$ cat src/rtl/ls_pkg.sv
// Shared types and defaults for the load/store burst sequencer: state encoding,
// strobe bundle and the state-to-strobe decode.
package ls_pkg;

  localparam int unsigned DefaultMaxBurst      = 4;
  localparam int unsigned DefaultTimeoutCycles = 15;

  typedef enum logic [3:0] {
    StIdle,
    StAddr,
    StLdWait,
    StLdWb,
    StStData,
    StStWait,
    StNext,
    StDone,
    StErr
  } ls_state_t;

  typedef struct packed {
    logic reg_out;
    logic reg_in;
    logic mar_in_en;
    logic mar_inc;
    logic mdr_in_en;
    logic mdr_out_en;
    logic mem_en;
    logic rw;
    logic pc_inc;
    logic done;
    logic error;
  } ls_strobes_t;

  function automatic ls_strobes_t ls_decode(ls_state_t st);
    ls_strobes_t s;
    s = '0;
    unique case (st)
      StIdle:   ;
      StAddr:   begin s.reg_out = 1'b1; s.mar_in_en = 1'b1; end
      StLdWait: begin s.mem_en = 1'b1; s.rw = 1'b1; s.mdr_in_en = 1'b1; end
      StLdWb:   begin s.mdr_out_en = 1'b1; s.reg_in = 1'b1; end
      StStData: begin s.reg_out = 1'b1; s.mdr_in_en = 1'b1; end
      StStWait: s.mem_en = 1'b1;
      StNext:   s.mar_inc = 1'b1;
      StDone:   begin s.done = 1'b1; s.pc_inc = 1'b1; end
      StErr:    begin s.error = 1'b1; s.done = 1'b1; end
      default:  ;
    endcase
    return s;
  endfunction

endpackage

$ cat src/rtl/ls_wait_timer.sv
// MFC wait timer: counts low-MFC cycles in a wait state and flags the cycle in which
// the limit is reached. Only built with LS_TIMEOUT_EN.
`ifdef LS_TIMEOUT_EN
module ls_wait_timer
  import ls_pkg::*;
#(
  parameter int unsigned TIMEOUT_CYCLES = DefaultTimeoutCycles
) (
  input  logic clk,
  input  logic reset,
  input  logic clear,
  input  logic count_en,
  output logic expired
);

  localparam int unsigned CntW = $clog2(TIMEOUT_CYCLES + 1);
  localparam logic [CntW-1:0] Limit = CntW'(TIMEOUT_CYCLES - 1);

  logic [CntW-1:0] cnt_q, cnt_d;

  // Fires during the TIMEOUT_CYCLES-th consecutive low-MFC cycle.
  assign expired = count_en && (cnt_q == Limit);

  always_comb begin
    cnt_d = cnt_q;
    if (clear) begin
      cnt_d = '0;
    end else if (count_en && !expired) begin
      cnt_d = cnt_q + CntW'(1);
    end
  end

  always_ff @(posedge clk) begin
    if (reset) begin
      cnt_q <= '0;
    end else begin
      cnt_q <= cnt_d;
    end
  end

endmodule
`endif

$ cat src/rtl/load_store_burst_ctrl.sv
// Burst load/store sequencer (Moore FSM, registered strobes, auto-incrementing MAR).
// Optional MFC wait timeout enabled by defining LS_TIMEOUT_EN.
module load_store_burst_ctrl
  import ls_pkg::*;
#(
  parameter int unsigned MAX_BURST      = DefaultMaxBurst,
  parameter int unsigned CNT_W          = $clog2(MAX_BURST),
  parameter int unsigned TIMEOUT_CYCLES = DefaultTimeoutCycles
) (
  input  logic             clk,
  input  logic             reset,
  input  logic             Start,
  input  logic             Load,
  input  logic [CNT_W-1:0] BurstLen,
  input  logic             MFC,
  output logic             RegOut,
  output logic             RegIn,
  output logic             MAR_inEn,
  output logic             MAR_Inc,
  output logic             MDR_inEn,
  output logic             OutEnMDROut,
  output logic             Enable,
  output logic             RW,
  output logic [CNT_W-1:0] BeatIdx,
  output logic             PC_Increment,
  output logic             Done,
  output logic             Error
);

  if ((MAX_BURST < 2) || ((MAX_BURST & (MAX_BURST - 1)) != 0) || (TIMEOUT_CYCLES < 1))
  begin : g_bad_cfg
    $error("load_store_burst_ctrl: unsupported MAX_BURST/TIMEOUT_CYCLES");
  end

  ls_state_t       state_q, state_d;
  logic            load_q, load_d;
  logic [CNT_W-1:0] len_q, len_d;
  logic [CNT_W-1:0] beat_q, beat_d;
  ls_strobes_t     strb_q, strb_d;
  logic            last_beat;
  logic            in_wait;
  logic            expired;

  assign last_beat = (beat_q == len_q);
  assign in_wait   = (state_q == StLdWait) || (state_q == StStWait);

`ifdef LS_TIMEOUT_EN
  ls_wait_timer #(
    .TIMEOUT_CYCLES(TIMEOUT_CYCLES)
  ) u_wait_timer (
    .clk     (clk),
    .reset   (reset),
    .clear   (!in_wait),
    .count_en(in_wait && !MFC),
    .expired (expired)
  );
`else
  assign expired = 1'b0;
`endif

  always_comb begin
    state_d = state_q;
    load_d  = load_q;
    len_d   = len_q;
    beat_d  = beat_q;
    unique case (state_q)
      StIdle: begin
        if (Start) begin
          state_d = StAddr;
          load_d  = Load;
          len_d   = BurstLen;
          beat_d  = '0;
        end
      end
      StAddr:   state_d = load_q ? StLdWait : StStData;
      StLdWait: begin
        if (MFC) begin
          state_d = StLdWb;
        end else if (expired) begin
          state_d = StErr;
        end
      end
      StLdWb:   state_d = last_beat ? StDone : StNext;
      StStData: state_d = StStWait;
      StStWait: begin
        if (MFC) begin
          state_d = last_beat ? StDone : StNext;
        end else if (expired) begin
          state_d = StErr;
        end
      end
      StNext: begin
        state_d = load_q ? StLdWait : StStData;
        beat_d  = beat_q + CNT_W'(1);
      end
      StDone:   state_d = StIdle;
      StErr:    state_d = StIdle;
      default:  state_d = StIdle;
    endcase

    // Strobes are registered from the next state so they line up with state_q.
    strb_d = ls_decode(state_d);
`ifndef LS_TIMEOUT_EN
    strb_d.error = 1'b0;
`endif
  end

  always_ff @(posedge clk) begin
    if (reset) begin
      state_q <= StIdle;
      load_q  <= 1'b0;
      len_q   <= '0;
      beat_q  <= '0;
      strb_q  <= '0;
    end else begin
      state_q <= state_d;
      load_q  <= load_d;
      len_q   <= len_d;
      beat_q  <= beat_d;
      strb_q  <= strb_d;
    end
  end

  assign RegOut       = strb_q.reg_out;
  assign RegIn        = strb_q.reg_in;
  assign MAR_inEn     = strb_q.mar_in_en;
  assign MAR_Inc      = strb_q.mar_inc;
  assign MDR_inEn     = strb_q.mdr_in_en;
  assign OutEnMDROut  = strb_q.mdr_out_en;
  assign Enable       = strb_q.mem_en;
  assign RW           = strb_q.rw;
  assign PC_Increment = strb_q.pc_inc;
  assign Done         = strb_q.done;
  assign Error        = strb_q.error;
  assign BeatIdx      = beat_q;

endmodule

$ cat config.mk
export PLATFORM = sky130hd
export DESIGN_NAME = load_store_burst_ctrl
export DESIGN_NICKNAME = d
export VERILOG_FILES = /design/src/rtl/ls_pkg.sv /design/src/rtl/ls_wait_timer.sv /design/src/rtl/load_store_burst_ctrl.sv
export SDC_FILE = /design/constraint.sdc
export NUM_CORES = 1
export LEC_CHECK = 0
export ABC_AREA = 1
export ABC_CLOCK_PERIOD_IN_PS = 1830
export BUFFER_PORTS_ARGS = -buffer_cell sky130_fd_sc_hd__buf_2
export CAP_MARGIN = 20
export CORE_MARGIN = 8
export CORE_UTILIZATION = 53
export CTS_BUF_LIST = sky130_fd_sc_hd__clkbuf_16
export CTS_CLUSTER_SIZE = 30
export DETAILED_ROUTE_END_ITERATION = 16
export GPL_ROUTABILITY_DRIVEN = 0
export HOLD_SLACK_MARGIN = 0.05
export PLACE_DENSITY = 0.89
export SYNTH_ARGS = -nofsm -noshare
export SYNTH_HDL_FRONTEND = slang
export SYNTH_SLANG_ARGS = --single-unit
export TNS_END_PERCENT = 10
$ cat constraint.sdc
create_clock -name clk -period 1.83 [get_ports clk]
set_input_delay 0.2745 -clock clk [delete_from_list [all_inputs] [get_ports clk]]
set_output_delay 0.2745 -clock clk [all_outputs]
set_load 0.01 [all_outputs]
[Word-level counts from Yosys, hierarchy flattened]
Cells that the tools add are included.
Word-level totals
  bits in registers: 19
  word-level logic and storage cells: 57
Cells by class
  add/sub/neg operators: 1
  eq/ne operators: 16
  muxes and demuxes: 17
  reductions and logical operators: 9
Operator list (count)
  $eq A4 B3 Y1 const B: 7
  $pmux W4 S6: 1
  $eq A4 B2 Y1 const B: 4
  $mux W4: 3
  $mux W1: 10
  $reduce_or A2 Y1: 5
  $eq A4 B1 Y1 const B: 2
  $eq A4 B4 Y1 const B: 1
  $logic_not A4 Y1: 1
  $pmux W2 S2: 1
  $reduce_and A2 Y1: 2
  $mux W3: 1
  $add A2 B1 Y2 const B: 1
  $eq A2 B2 Y1: 1
  $mux W2: 1
  $ne A2 B2 Y1 const B: 1
  $reduce_bool A2 Y1: 1

[Longest topological paths before layout]
  depth after elaboration: 7
  depth in mapped cells: 10

[Least setup slack after synthesis]
Ideal clock, no wire load.
  path kind: reg2reg
  start point: register state_q[1]
  end point: register strb_q (netlist bit Enable)
  setup time: 0.058 ns
  arrival time: 1.049 ns
  data required time: 1.772 ns
  slack: 0.723 ns
  cell stages (with the launch flop): 11
  path buffers: 0
  period minus slack after synthesis: 1.107 ns
  path through: dfxtp_1 inv_2 nor2_4 nand2_4 nand2_4 nand2_4 nand2_4 nand2_4 nor2_4 inv_2 nand2_1
On the way
  cells in the longest elaborated chain, start to end: 6
Ends and longest elaborated chain
  start: declaration: line load_store_burst_ctrl.sv:35  | ls_state_t state_q, state_d;
  start signal: assignment: line load_store_burst_ctrl.sv:110  | state_q <= StIdle;
  start signal: assignment: line load_store_burst_ctrl.sv:116  | state_q <= state_d;
  $eq A4 B3 Y1 or $eq A4 B1 Y1 (tied branches): line load_store_burst_ctrl.sv:66  | unique case (state_q)
  $reduce_or A2 Y1 (no line)
  $pmux W4 S6 (*): line load_store_burst_ctrl.sv:66
  $eq A4 B2 Y1 or $eq A4 B3 Y1 (tied branches): line ls_pkg.sv:37  | unique case (st)
  $reduce_or A2 Y1 (no line) (*)
  $mux W1 (*): line ls_pkg.sv:37
  end signal: assignment: line load_store_burst_ctrl.sv:120  | strb_q <= strb_d;
  end: declaration: line load_store_burst_ctrl.sv:39  | ls_strobes_t strb_q, strb_d;
Every way passes the cells marked *; elsewhere a longest branch is shown, timed or not.
A chain may end at the register's enable or synchronous reset.

[Final worst setup path]
  start point: register state_q[3]
  end point: register strb_q (netlist bit Enable)
The elaborated chain is that of the path after synthesis.

==> out/qor.csv <==
metric,value,unit
peakVddDrop,796,uV
fmaxAchievable,0.671,GHz
fp.dieH,54.2,um
yosys_warnings,0,
period_needed,1.49,ns
grt_pass1_wl,2770,um
p_int,715,uW
num-fill-cells,112,
dp_hpwl,1230,um
timing.final.crit_share,81.4,%
setup_violations,0,
finalWirelength,1640,um
power.share.sequential,45.5,%
path_common_cell,nand2_1,
layout_common_cells,"dfxtp_1, buf_2, nand2_1",
cts_inserted_buffers,3,
avgSynthCellArea,7.90,um2
clock_skew,0.00184,ns
required,1.97,ns
vias,657,
htreeDepth,1,
post_cts_buffers,0,
timing.hold.ws,0.300,ns
hp-start,reset,
hold_class,in2reg,
regArea,360,um2
drc,0,
grt_overflow_total,0,
syn_area,774,um2
grt_pass1_vias,663,
slowest_stage,dfxtp_1,
ant_nets,0,
start_kind,flip-flop,
drv_cap,0,
reg2reg_slack,0.34,ns
clock_latency,0.25,ns
synth.distinct_cells,19,
maxSlewViolCount,0,
dp_cells,129,
core_area,1330,um2
cts_root_buf,clkbuf_16,
rows,13,
clkTransAtPathRegs,0.05,ns
drt-initial-drc-count,12,
cts_max_path_buffers,2,
cp-startpoint,state_q[3],
io_buffers,18,
p_switching,193,uW
clkPwrFrac,47.7,%
critical-path-top-delay-family,simple AND/OR/NAND/NOR gates,
p_per_area,960,nW/um2
multi_input_area,342,um2
cp_slowest_stage_delay,0.36,ns
rsz0062_at_grt,false,
cts_tree,yes,
instances_no_fill,133,
viasPerCell,4.94,
hold_violations,0,
tns,0,ns
ctsResizeCount,0,
antenna_found_initial,0,
synth_cells,98,
p_leak,0.495,nW
die_area,2940,um2
ys_seq_elements,18,
final_nets,126,
area_growth_syn_to_layout,22.1,%
utilization,70.9,%
worst-path-buf-inv,2,
crit_fanout,11,
crit_arrival,1.63,ns
wire_per_inst,12.4,um
crit_chain,"nor2_2, nand4_1, nand2_1, inv_1, nand3_1, nor2_4, inv_2, nand2_1",
cts.sinks,18,
dr.pass1.iters,4,
grt_use_total,13.0,%
start_util,58.1,%
reg2reg_from,state_q[3],
critPathCaptureType,flip-flop,
path_class,reg2reg,
switching_share,21.2,%
pwr-share-comb,6.7,%
hold_buffers,0,
io_pins,20,
ys_seq_area_share,46.5,%
grt_max_degree,12,
status,"complete, no violations",
fp.dieW,54.2,um
antennaDiodeCount,0,
drive_gt1_share,32.2,%
p_total,908,uW
[state kept, by name, indices dropped and copies added, names as in the netlist]
register      count
len_q             2
OutEnMDROut       1
RW                1
PC_Increment      1
load_q            1
BeatIdx           2
state_q           4
MAR_inEn          1
Done              1
MDR_inEn          1
MAR_Inc           1
Enable            1
RegOut            1
[layout make-up]
| type | count | share of cell area, % |
|---|---|---|
| Multi-Input combinational cell | 63 | 36.1 |
| Timing Repair Buffer | 18 | 9.52 |
| Clock inverter | 1 | 0.397 |
| Clock buffer | 3 | 7.94 |
| Sequential cell | 18 | 38.1 |
| Inverter | 15 | 5.95 |
| Tap cell | 15 | 1.98 |
[metal layers]
metal  up-vias  wire length [um]  share of wire, %  GRT usage, %
met5         -                 0                 0             0
met4         0                12              0.73          4.51
met3         2               126               7.7          6.50
met2        22               879                53          23.5
met1       292               626                38          12.4
li1        341                 -                 -             -
[through the flow]
stage / setup slack (ns) / instance area, um2
after global placement: 0.436 / 867
after CTS: 0.348 / 946
after floorplan: 0.723 / 778
final: 0.340 / 946
after global routing: 0.207 / 946
after detailed placement: 0.356 / 867
[cell usage after synthesis, drive strengths merged]
master	instances	share of area [%]
a21oi	5	3.7
a31oi	1	0.81
buf	3	2.6
conb	1	0.48
dfxtp	18	47
inv	15	7.3
nand2	23	16
nand3	10	6.5
nand4	1	0.81
nor2	15	11
nor3	1	0.65
o21ai	5	3.2
[power groups by stage]
stage                     Combinational, mW  Sequential (mW)  Clock [mW]
after CTS                            0.0611            0.413       0.438
final                                0.0611            0.413       0.433
after detailed placement             0.0602            0.421           0
after global routing                 0.0687            0.414       0.458
after floorplan                      0.0415            0.421           0
after global placement               0.0580            0.420           0
[worst register-to-register path: cells and delay by family, from the launching register on]
family	cells	cell delay, ns
flip-flops	1	0.36
AND/OR/NAND/NOR	6	0.90
buffers and inverters	2	0.12
[final timing paths]
| path | end | depth (start not counted) |
|---|---|---|
| worst min register to register | len_q[0] | 2 |
| worst max register to register | Enable | 8 |
| worst min-delay path | OutEnMDROut | 2 |
| worst max-delay path | Enable | 8 |
[kinds of logic (layout without fill, tap and decap cells)]
group	count (synthesis)	in the layout	share of synthesized area, %
buffers and inverters	18	37	9.85
AOI/OAI and AO/OA	11	11	7.75
and+or+nand+nor	50	50	35.4
other	1	2	0.484
DFF	18	18	46.5
(Power assumes the default switching activity.)
